File: src/rtl/x_host_if.sv
// Bus bundle between x_host and its command source, delay-line driver and response sink.
// The master modport is the x_host side; the slave modport is the environment side.
interface x_host_if;
    logic        i_cmd_valid;
    logic        o_cmd_ready;
    logic [1:0]  i_cmd_op;
    logic [31:0] i_cmd_wdata;
    logic        o_tx_valid;
    logic        i_tx_ready;
    logic [7:0]  o_tx_data;
    logic        i_rx_valid;
    logic        o_rx_accept;
    logic [7:0]  i_rx_data;
    logic        o_rsp_valid;
    logic        i_rsp_ready;
    logic [31:0] o_rsp_data;
    logic        o_rsp_err;
    logic        o_busy;

    modport master (
        input  i_cmd_valid, i_cmd_op, i_cmd_wdata, i_tx_ready, i_rx_valid, i_rx_data, i_rsp_ready,
        output o_cmd_ready, o_tx_valid, o_tx_data, o_rx_accept, o_rsp_valid, o_rsp_data, o_rsp_err,
               o_busy
    );

    modport slave (
        output i_cmd_valid, i_cmd_op, i_cmd_wdata, i_tx_ready, i_rx_valid, i_rx_data, i_rsp_ready,
        input  o_cmd_ready, o_tx_valid, o_tx_data, o_rx_accept, o_rsp_valid, o_rsp_data, o_rsp_err,
               o_busy
    );
endinterface

File: src/rtl/x_host.sv
// Delay-line host: turns WRITE/READ/MEASURE commands into load/start/unload byte sequences
// for the driver and assembles the 32-bit response from returned bytes.
module x_host #(
    parameter int SETTLE     = 4,
    parameter int RX_TIMEOUT = 255
) (
    input  logic     i_clk,
    input  logic     i_rst,
    x_host_if.master bus
);
    typedef enum logic [1:0] {OP_WRITE, OP_READ, OP_MEASURE, OP_RSVD} op_t;

    typedef enum logic [2:0] {
        S_IDLE, S_LOAD, S_START, S_SETTLE, S_UNLOAD, S_WAIT_RX, S_RSP
    } state_t;

    localparam int TO_W = (RX_TIMEOUT < 2) ? 1 : $clog2(RX_TIMEOUT);
    localparam int ST_W = (SETTLE < 2) ? 1 : $clog2(SETTLE);
    localparam logic [TO_W-1:0] TO_LAST = TO_W'(RX_TIMEOUT - 1);
    localparam logic [ST_W-1:0] ST_LAST = ST_W'(SETTLE - 1);

    localparam logic [7:0] BYTE_UNLOAD = 8'h01;
    localparam logic [7:0] BYTE_START  = 8'h02;

    state_t          state_q, state_d;
    logic [31:0]     wdata_q;
    logic [2:0]      load_cnt;
    logic [1:0]      rd_cnt;
    logic [ST_W-1:0] settle_cnt;
    logic [TO_W-1:0] to_cnt;
    logic [31:0]     rsp_data_q;
    logic            rsp_err_q;

    logic       cmd_ready;
    logic       tx_valid;
    logic [7:0] tx_data;
    logic       cmd_hs;
    logic       tx_hs;

    assign cmd_hs = bus.i_cmd_valid & cmd_ready;
    assign tx_hs  = tx_valid & bus.i_tx_ready;

    // NOTE: sequential state uses non-blocking assignments so every register samples pre-edge values.
    always_ff @(posedge i_clk) begin
        if (i_rst) begin
            state_q <= S_IDLE;
        end else begin
            state_q <= state_d;
        end
    end

    // NOTE: state_d gets a default before the case so no path leaves it unassigned (no latch).
    always_comb begin
        state_d = state_q;
        unique case (state_q)
            S_IDLE: begin
                if (cmd_hs) begin
                    unique case (op_t'(bus.i_cmd_op))
                        OP_WRITE:   state_d = S_LOAD;
                        OP_READ:    state_d = S_UNLOAD;
                        OP_MEASURE: state_d = S_START;
                        OP_RSVD:    state_d = S_RSP;
                    endcase
                end
            end
            S_LOAD:    if (tx_hs && load_cnt == 3'd7) state_d = S_RSP;
            S_START:   if (tx_hs) state_d = (SETTLE == 0) ? S_UNLOAD : S_SETTLE;
            S_SETTLE:  if (settle_cnt == ST_LAST) state_d = S_UNLOAD;
            S_UNLOAD:  if (tx_hs) state_d = S_WAIT_RX;
            S_WAIT_RX: begin
                // A byte arriving on the last timeout cycle wins over the timeout.
                if (bus.i_rx_valid) begin
                    state_d = (rd_cnt == 2'd3) ? S_RSP : S_UNLOAD;
                end else if (to_cnt == TO_LAST) begin
                    state_d = S_RSP;
                end
            end
            S_RSP:     if (bus.i_rsp_ready) state_d = S_IDLE;
            default:   state_d = S_IDLE;
        endcase
    end

    always_comb begin
        cmd_ready = 1'b0;
        tx_valid  = 1'b0;
        tx_data   = 8'h00;
        unique case (state_q)
            S_IDLE:   cmd_ready = 1'b1;
            S_LOAD: begin
                tx_valid = 1'b1;
                tx_data  = {wdata_q[31:28], 4'h0};
            end
            S_START: begin
                tx_valid = 1'b1;
                tx_data  = BYTE_START;
            end
            S_UNLOAD: begin
                tx_valid = 1'b1;
                tx_data  = BYTE_UNLOAD;
            end
            default: ;
        endcase
    end

    // Datapath: wdata shifts left one nibble per load byte so the next nibble is always on top.
    always_ff @(posedge i_clk) begin
        if (i_rst) begin
            wdata_q    <= '0;
            load_cnt   <= '0;
            rd_cnt     <= '0;
            settle_cnt <= '0;
            to_cnt     <= '0;
            rsp_data_q <= '0;
            rsp_err_q  <= 1'b0;
        end else begin
            unique case (state_q)
                S_IDLE: begin
                    if (cmd_hs) begin
                        wdata_q    <= bus.i_cmd_wdata;
                        load_cnt   <= '0;
                        rd_cnt     <= '0;
                        rsp_data_q <= '0;
                        rsp_err_q  <= (op_t'(bus.i_cmd_op) == OP_RSVD);
                    end
                end
                S_LOAD: begin
                    if (tx_hs) begin
                        wdata_q  <= {wdata_q[27:0], 4'h0};
                        load_cnt <= load_cnt + 3'd1;
                    end
                end
                S_START:  settle_cnt <= '0;
                S_SETTLE: settle_cnt <= settle_cnt + 1'b1;
                S_UNLOAD: to_cnt <= '0;
                S_WAIT_RX: begin
                    if (bus.i_rx_valid) begin
                        rsp_data_q <= {rsp_data_q[23:0], bus.i_rx_data};
                        rd_cnt     <= rd_cnt + 2'd1;
                    end else if (to_cnt == TO_LAST) begin
                        rsp_data_q <= '0;
                        rsp_err_q  <= 1'b1;
                    end else begin
                        to_cnt <= to_cnt + 1'b1;
                    end
                end
                default: ;
            endcase
        end
    end

    assign bus.o_cmd_ready = cmd_ready;
    assign bus.o_tx_valid  = tx_valid;
    assign bus.o_tx_data   = tx_data;
    assign bus.o_rx_accept = bus.i_rx_valid;
    assign bus.o_rsp_valid = (state_q == S_RSP);
    assign bus.o_rsp_data  = rsp_data_q;
    assign bus.o_rsp_err   = rsp_err_q;
    assign bus.o_busy      = (state_q != S_IDLE);
endmodule

File: src/flat_wrapper.sv
// flat-port wrapper written by rule: the top's interface ports become plain ports
module x_host_flat 
#(
    parameter int SETTLE     = 4,
    parameter int RX_TIMEOUT = 255
)
  (i_clk, i_rst, bus_i_cmd_valid, bus_i_cmd_op, bus_i_cmd_wdata, bus_i_tx_ready, bus_i_rx_valid, bus_i_rx_data, bus_i_rsp_ready, bus_o_cmd_ready, bus_o_tx_valid, bus_o_tx_data, bus_o_rx_accept, bus_o_rsp_valid, bus_o_rsp_data, bus_o_rsp_err, bus_o_busy);
  x_host_if bus_i ();
  input  logic i_clk;
  input  logic i_rst;
  input wire logic [$bits(bus_i.i_cmd_valid)-1:0] bus_i_cmd_valid;
  input wire logic [$bits(bus_i.i_cmd_op)-1:0] bus_i_cmd_op;
  input wire logic [$bits(bus_i.i_cmd_wdata)-1:0] bus_i_cmd_wdata;
  input wire logic [$bits(bus_i.i_tx_ready)-1:0] bus_i_tx_ready;
  input wire logic [$bits(bus_i.i_rx_valid)-1:0] bus_i_rx_valid;
  input wire logic [$bits(bus_i.i_rx_data)-1:0] bus_i_rx_data;
  input wire logic [$bits(bus_i.i_rsp_ready)-1:0] bus_i_rsp_ready;
  output wire logic [$bits(bus_i.o_cmd_ready)-1:0] bus_o_cmd_ready;
  output wire logic [$bits(bus_i.o_tx_valid)-1:0] bus_o_tx_valid;
  output wire logic [$bits(bus_i.o_tx_data)-1:0] bus_o_tx_data;
  output wire logic [$bits(bus_i.o_rx_accept)-1:0] bus_o_rx_accept;
  output wire logic [$bits(bus_i.o_rsp_valid)-1:0] bus_o_rsp_valid;
  output wire logic [$bits(bus_i.o_rsp_data)-1:0] bus_o_rsp_data;
  output wire logic [$bits(bus_i.o_rsp_err)-1:0] bus_o_rsp_err;
  output wire logic [$bits(bus_i.o_busy)-1:0] bus_o_busy;
  assign bus_i.i_cmd_valid = bus_i_cmd_valid;
  assign bus_i.i_cmd_op = bus_i_cmd_op;
  assign bus_i.i_cmd_wdata = bus_i_cmd_wdata;
  assign bus_i.i_tx_ready = bus_i_tx_ready;
  assign bus_i.i_rx_valid = bus_i_rx_valid;
  assign bus_i.i_rx_data = bus_i_rx_data;
  assign bus_i.i_rsp_ready = bus_i_rsp_ready;
  assign bus_o_cmd_ready = bus_i.o_cmd_ready;
  assign bus_o_tx_valid = bus_i.o_tx_valid;
  assign bus_o_tx_data = bus_i.o_tx_data;
  assign bus_o_rx_accept = bus_i.o_rx_accept;
  assign bus_o_rsp_valid = bus_i.o_rsp_valid;
  assign bus_o_rsp_data = bus_i.o_rsp_data;
  assign bus_o_rsp_err = bus_i.o_rsp_err;
  assign bus_o_busy = bus_i.o_busy;
  x_host #(.SETTLE(SETTLE), .RX_TIMEOUT(RX_TIMEOUT)) u_core (.i_clk(i_clk), .i_rst(i_rst), .bus(bus_i));
endmodule
File: config.mk
export PLATFORM = sky130hd
export DESIGN_NAME = x_host_flat
export DESIGN_NICKNAME = d
export VERILOG_FILES = /design/src/rtl/x_host_if.sv /design/src/rtl/x_host.sv /design/src/flat_wrapper.sv
export SDC_FILE = /design/constraint.sdc
export NUM_CORES = 1
export LEC_CHECK = 0
export CORE_MARGIN = 2
export CORE_UTILIZATION = 25
export DETAILED_ROUTE_END_ITERATION = 7
export PLACE_DENSITY = 0.47
export SYNTH_ARGS = -nofsm -noshare
export SYNTH_HDL_FRONTEND = slang
export SYNTH_SLANG_ARGS = --single-unit
File: constraint.sdc
create_clock -name i_clk -period 2.65 [get_ports i_clk]
set_input_delay 0.53 -clock i_clk [delete_from_list [all_inputs] [get_ports i_clk]]
set_output_delay 0.53 -clock i_clk [all_outputs]
set_load 0.02 [all_outputs]
# Yosys cells after proc, flatten, opt, wreduce, memory -nomap -nowiden
# Index checks and enable logic that the tools add are counted.
[classes]
add_sub_neg = 4
mux = 35
eq_ne = 25
n_bitwise = 2
reduce_logical = 15
[op_table]
columns = ["cell", "n"]
rows = [
  ["two-way mux 32 bit", 5],
  ["case mux 32 bit (2 select lines)", 2],
  ["two-way mux 3 bit", 10],
  ["case mux 8 bit (3 select lines)", 1],
  ["case mux 3 bit (7 select lines)", 1],
  ["two-way mux 8 bit", 2],
  ["case mux 8 bit (2 select lines)", 1],
  ["inequality test 2 x 1 -> 1 bit, second input constant", 7],
  ["equality test 3 bit, second input constant", 4],
  ["case mux 3 bit (4 select lines)", 1],
  ["AND reduction 3 bit", 4],
  ["adder 8 x 1 -> 8 bit, second input constant", 1],
  ["equality test 2 bit, second input constant", 4],
  ["equality test 8 bit, second input constant", 1],
  ["inequality test 2 bit, second input constant", 4],
  ["case mux 2 bit (2 select lines)", 2],
  ["nonzero test 2 bit", 4],
  ["AND reduction 7 bit", 1],
  ["equality test 3 x 2 -> 1 bit, second input constant", 2],
  ["two-way mux 2 bit", 3],
  ["case mux 3 bit (2 select lines)", 1],
  ["two-way mux 1 bit", 5],
  ["adder 2 x 1 -> 2 bit, second input constant", 2],
  ["AND reduction 4 bit", 1],
  ["11 further kinds", 12],
]
[word_totals]
reg_bits = 83
out_inout_bits = 46
inputBits = 48

# Longest topological paths before layout
[depth]
word_depth = 7
mapped_depth = 7
depth_no_buf = 6

# Worst setup path before layout
# Ideal clock, no wire load.
[synth_timing]
path_kind = "register to output"
startpoint = "register u_core.state_q[2]"
endpoint = "output bus_o_tx_valid"
arrival_ps = 1323
path_buffers = 2
slack_ps = 797
path_stages_with_launch = 6
t_required_ps = 2120
cell_sequence = "dfxtp_1 > buf_4 > clkbuf_1 > nand2b_1 > a21oi_1 > or2_2"
[synth_between]
elab_chain_cells = 3
[synth_rtl]
columns = ["item", "line", "text"]
rows = [
  ["from (decl)", "x_host.sv:25", "state_t state_q, state_d;"],
  ["from (signal assigned)", "x_host.sv:48", "state_q <= state_d;"],
  ["equality test 3 x 2 -> 1 bit, or another cell as far along", "x_host.sv:87", "unique case (state_q)"],
  ["OR reduction 3 bit (no line) *", "-", ""],
  ["two-way mux 1 bit *", "x_host.sv:87", ""],
  ["to (decl)", "flat_wrapper.sv:19", "output wire logic [$bits(bus_i.o_tx_valid)-1:0] bus_o_tx_valid;"],
]
# Every way passes the cells marked *; elsewhere a longest branch is shown, timed or not.

# Final worst setup path
[layout_timing]
startpoint = "register u_core.state_q[1]"
endpoint = "output bus_o_cmd_ready"
[layout_between]
elab_chain_cells = 2
[layout_rtl]
columns = ["item", "line", "text"]
rows = [
  ["logical NOT 3 bit", "x_host.sv:87", ""],
  ["two-way mux 1 bit", "x_host.sv:87", ""],
  ["to (decl)", "flat_wrapper.sv:18", "output wire logic [$bits(bus_i.o_cmd_ready)-1:0] bus_o_cmd_ready;"],
]
# No other way between the ends.

==> impl_table.tex <==
\begin{tabular}{lr}
\hline
Metric & Value \\
\hline
\multicolumn{2}{l}{\textbf{Detailed routing}} \\
\quad Mean routed wirelength per cell & between 10 and 15 um \\
\quad Initial DRT Pass Iterations & 4 \\
\quad Average via count per standard cell & 4.66 \\
\quad Number of DRC violations after detailed routing & 0 \\
\quad Number of vias in the routed layout & 3185 \\
\quad Number of routed nets with antenna violations & 0 \\
\quad Iteration-0 DRC Markers & 97 \\
\quad Aggregate routed wire length & approximately 9600 um \\
\multicolumn{2}{l}{\textbf{Power and ir drop}} \\
\quad P\_leak & 0.00176 uW \\
\quad Clock group share of total power & about 30\% \\
\quad Proportion of power drawn by flip-flops and latches & 34.5\% \\
\quad Net switching power figure & 1580 uW \\
\quad Pwr per Cell Area & 887 nW/um\^{}2 \\
\quad Internal power & 3050 uW \\
\quad Switching Share & 34.2\% \\
\quad Peak ir drop on the vdd network & 0.000314 V \\
\quad Portion of total power attributed to combinational logic & roughly 36\% \\
\multicolumn{2}{l}{\textbf{Critical path}} \\
\quad Crit-path leading delay family & buffers and inverters \\
\quad Sequence of cells on the critical path & buf\_4 > or3\_4 > inv\_1 > clkdlybuf4s50\_1 \\
\quad Worst-case register-to-register setup slack & $\sim$590 ps \\
\quad Endpoint type of the worst setup path & output port \\
\quad Worst path buffer plus inverter count & 3 \\
\quad Worst path required time & about 2100 ps \\
\quad Maximum cell stage delay along the critical path & 600 ps \\
\quad Start-to-end type of the worst setup path & register to output port \\
\quad FF-to-FF path depth & 5 \\
\quad Cell with the biggest individual delay on the critical path & clkdlybuf4s50\_1 \\
\quad CP startpoint kind & register \\
\quad Critical Path AT & approximately 2000 ps \\
\quad Critical path fanouts, max & 14 \\
\quad Number of cells on the critical path & 4 \\
\multicolumn{2}{l}{\textbf{Finish}} \\
\quad Footprint of the flip-flops and latches & 1660 sq um \\
\quad Share of post-route cells with drive strength above 1 & under 10\% \\
\quad Area of combinational cells with multiple inputs & 1880 sq um \\
\quad Filler instances & about 1.6k \\
\quad Final layout net count & 544 \\
\quad Relative area change from synthesis to final layout & 34.7\% \\
\quad Antenna diode instance count & 0 \\
\multicolumn{2}{l}{\textbf{Min path}} \\
\quad Worst min-delay path category & register to register \\
\quad Depth of the worst hold-timing path & 2 \\
\multicolumn{2}{l}{\textbf{Synth}} \\
\quad Yosys warning total & 0 \\
\quad Area of the mapped netlist & slightly below 4000 sq um \\
\quad Cell taking the most area after synthesis & dfxtp\_1 \\
\quad Share of the synthesized area in the top cell type & 42.9\% \\
\quad Ys flop type & dfxtp\_1 \\
\quad Post-synthesis sequential area ratio & between 40\% and 50\% \\
\quad Largest cells by area after synthesis & dfxtp\_1 43\%, mux2i\_1 7.8\%, a211oi\_1 5.6\% \\
\quad Fraction of registers with async set/reset & 0\% \\
\quad Average size of a mapped cell & 9.40 sq um \\
\quad Most frequent cell after synthesis & dfxtp\_1 \\
\quad Most numerous cell types in the synthesized netlist & 83 x dfxtp\_1, 37 x nor2\_1, 30 x mux2i\_1 \\
\quad Instance count of the mapped netlist & 412 \\
\quad Number of distinct library cell variants in the gate-level netlist after synthesis & 51 \\
\quad Number of enable flip-flop cells after synthesis & 0 \\
\quad Register bit total from synthesis & 83 \\
\multicolumn{2}{l}{\textbf{STA}} \\
\quad Count of endpoints failing hold in the final timing report & 0 \\
\quad Fin Setup TNS & 0 ps \\
\quad Final Cycle Share & 95.8\% \\
\quad Largest clock skew in the final design & 6.00 ps \\
\quad Max-Slew Margin vs Limit & 40.5\% \\
\quad Fmax & 394 MHz \\
\quad Number of pins exceeding their max-slew limit in the final report & 0 \\
\quad Worst hold slack after final layout & 456 ps \\
\quad Final setup vio count & 0 \\
\quad Setup repair after global routing missed its margin & no \\
\quad Clock period minus worst slack & 2540 ps \\
\quad Transition time at the pin with the least slew margin & 893 ps \\
\multicolumn{2}{l}{\textbf{Global route}} \\
\quad GR met3 Demand/Resource & 2.33\% \\
\quad Number of antenna violations at the first check in global routing & 0 \\
\quad Global-route wire length before repair & about 15000 um \\
\quad Met1 usage in global routing & 16.1\% \\
\quad GR Util met2 & 17.9\% \\
\quad Remaining global-route overflow & 0 \\
\quad Most congested layer reported by global routing & met2 \\
\quad Global-route usage over all layers & 11.9\% \\
\quad Largest net degree at the start of global routing & 50 \\
\quad Number of global-route vias before repair & around 2.9k \\
\multicolumn{2}{l}{\textbf{Die}} \\
\quad Count of boundary I/O pins & 94 \\
\quad Die H & 128 um \\
\quad Placeable Area & $\sim$15000 sq um \\
\quad Initial Util & 25.6\% \\
\quad Die W & around 130 um \\
\quad Cell row count & 45 \\
\quad Die area & 16500 sq um \\
\multicolumn{2}{l}{\textbf{Flow run}} \\
\quad MaxCap Viol Count & 0 \\
\multicolumn{2}{l}{\textbf{Clocking}} \\
\quad Buffer cell driving the clock tree root & clkbuf\_16 \\
\quad H-tree depth & 3 \\
\quad Count of hold buffers inserted by post-cts repair & 0 \\
\quad Total clock buffers created by CTS & 9 \\
\quad Worst-skew pair later-pin latency & between 300 and 400 ps \\
\quad Number of clock sinks & 83 \\
\quad Clk pin slew, worst setup/hold paths & 60 ps \\
\quad CTS tree & yes \\
\quad Maximum root-to-sink buffer count & 2 \\
\multicolumn{2}{l}{\textbf{Place}} \\
\quad Dpl hpwl & roughly 6700 um \\
\quad Number of buffer cells added on primary ports & 91 \\
\quad Weighted congestion reported at the end of routability-driven placement & 0.791 \\
\multicolumn{2}{l}{\textbf{Outcome}} \\
\quad Run status & finished, final reports clean \\
\hline
\end{tabular}
-- registers in the layout (all words and copies together) (netlist names) --
register and count:
u_core.bus.o_rsp_data 32, u_core.bus.o_rsp_err 1, u_core.load_cnt 3, u_core.rd_cnt 2, u_core.settle_cnt 2, u_core.state_q 3
u_core.to_cnt 8, u_core.wdata_q 32
-- kinds of logic after synthesis --
kind of cell               after synthesis  synth area share (%)
other                                    1                0.0968
adders and majority gates                6                  1.94
and+or+nand+nor                        124                  17.5
buffers and inverters                   59                  8.75
DFF                                     83                  42.9
AOI/OAI and AO/OA                      109                  21.0
muxes                                   30                  7.75
-- layout make-up --
type                       count  area share [%]
clock buffer                  11            4.65
clock inverter                 5            1.63
inverter                      22            1.58
multi-input combinational    271            36.0
sequential                    83            31.8
tap                          188            4.51
timing repair buffer         103            19.8
-- per-stage QoR --
| step | std cells | worst slack, ps | area [sq um] | utilization [%] | power (uW) |
|---|---|---|---|---|---|
| 4_1_cts | 682 | 46.2 | 5200 | 34.3 | 4680 |
| 6_report | 683 | 111 | 5220 | 34.5 | 4630 |
| 3_5_place_dp | 666 | 345 | 4870 | 32.2 | 3270 |
| 2_1_floorplan | 413 | 797 | 3880 | - | 2910 |
| 3_3_place_gp | 666 | 367 | 4870 | 32.2 | 3260 |
| 5_1_grt | 683 | 0.877 | 5220 | 34.5 | 4930 |
-- placed cells by master (no fill, tap or decap), types with 3 or more instances in the layout --
master,instances
a211oi_1,29
a211oi_2,4
a21oi_1,16
a22oi_1,4
and2_1,5
buf_12,3
buf_4,9
clkbuf_16,9
clkdlybuf4s50_1,90
dfxtp_1,83
ha_1,6
inv_1,22
mux2i_1,30
nand2_1,14
nand2b_1,27
nand3_1,11
nand3b_1,3
nand4_1,3
nor2_1,37
nor3_1,3
o21ai_0,4
o22ai_1,16
o31a_1,3
o32ai_1,16
or2_2,3
or3_1,5
or4_1,3
-- repair_timing --
action,in CTS,in global routing
buffers inserted,0,1
gates resized for setup,0,0
endpoints found under the setup margin,0,5
hold endpoints to repair,0,0
-- worst min-delay path: cells and delay by family, from the launching register on --
family,cells,cell delay [ps]
flops,1,310
simple gates,1,50
compound gates,1,50
-- path summary, 6_finish.rpt --
path / startpoint / end
worst max-delay path: u_core.state_q[1]$_SDFFE_PP0P_ / bus_o_cmd_ready
worst min register to register: u_core.load_cnt[1]$_SDFFE_PP0P_ / u_core.load_cnt[1]$_SDFFE_PP0P_
worst min-delay path: u_core.load_cnt[1]$_SDFFE_PP0P_ / u_core.load_cnt[1]$_SDFFE_PP0P_
worst max register to register: u_core.state_q[0]$_SDFFE_PP0P_ / u_core.to_cnt[6]$_SDFFE_PP0P_
-- metal layers --
| metal | wire length [um] | up-vias |
|---|---|---|
| li1 | - | 1665 |
| met1 | 4680 | 1453 |
| met2 | 4390 | 55 |
| met3 | 303 | 12 |
| met4 | 217 | 0 |
| met5 | 0 | - |
-- power by group through the flow --
stage / sequential, uW / combinational, uW / clock (uW)
3_5_place_dp: 1620 / 1650 / 0
6_report: 1590 / 1660 / 1370
3_3_place_gp: 1620 / 1640 / 0
4_1_cts: 1600 / 1650 / 1430
5_1_grt: 1630 / 1820 / 1480
2_1_floorplan: 1580 / 1330 / 0
Power figures use the tool's default switching activity.
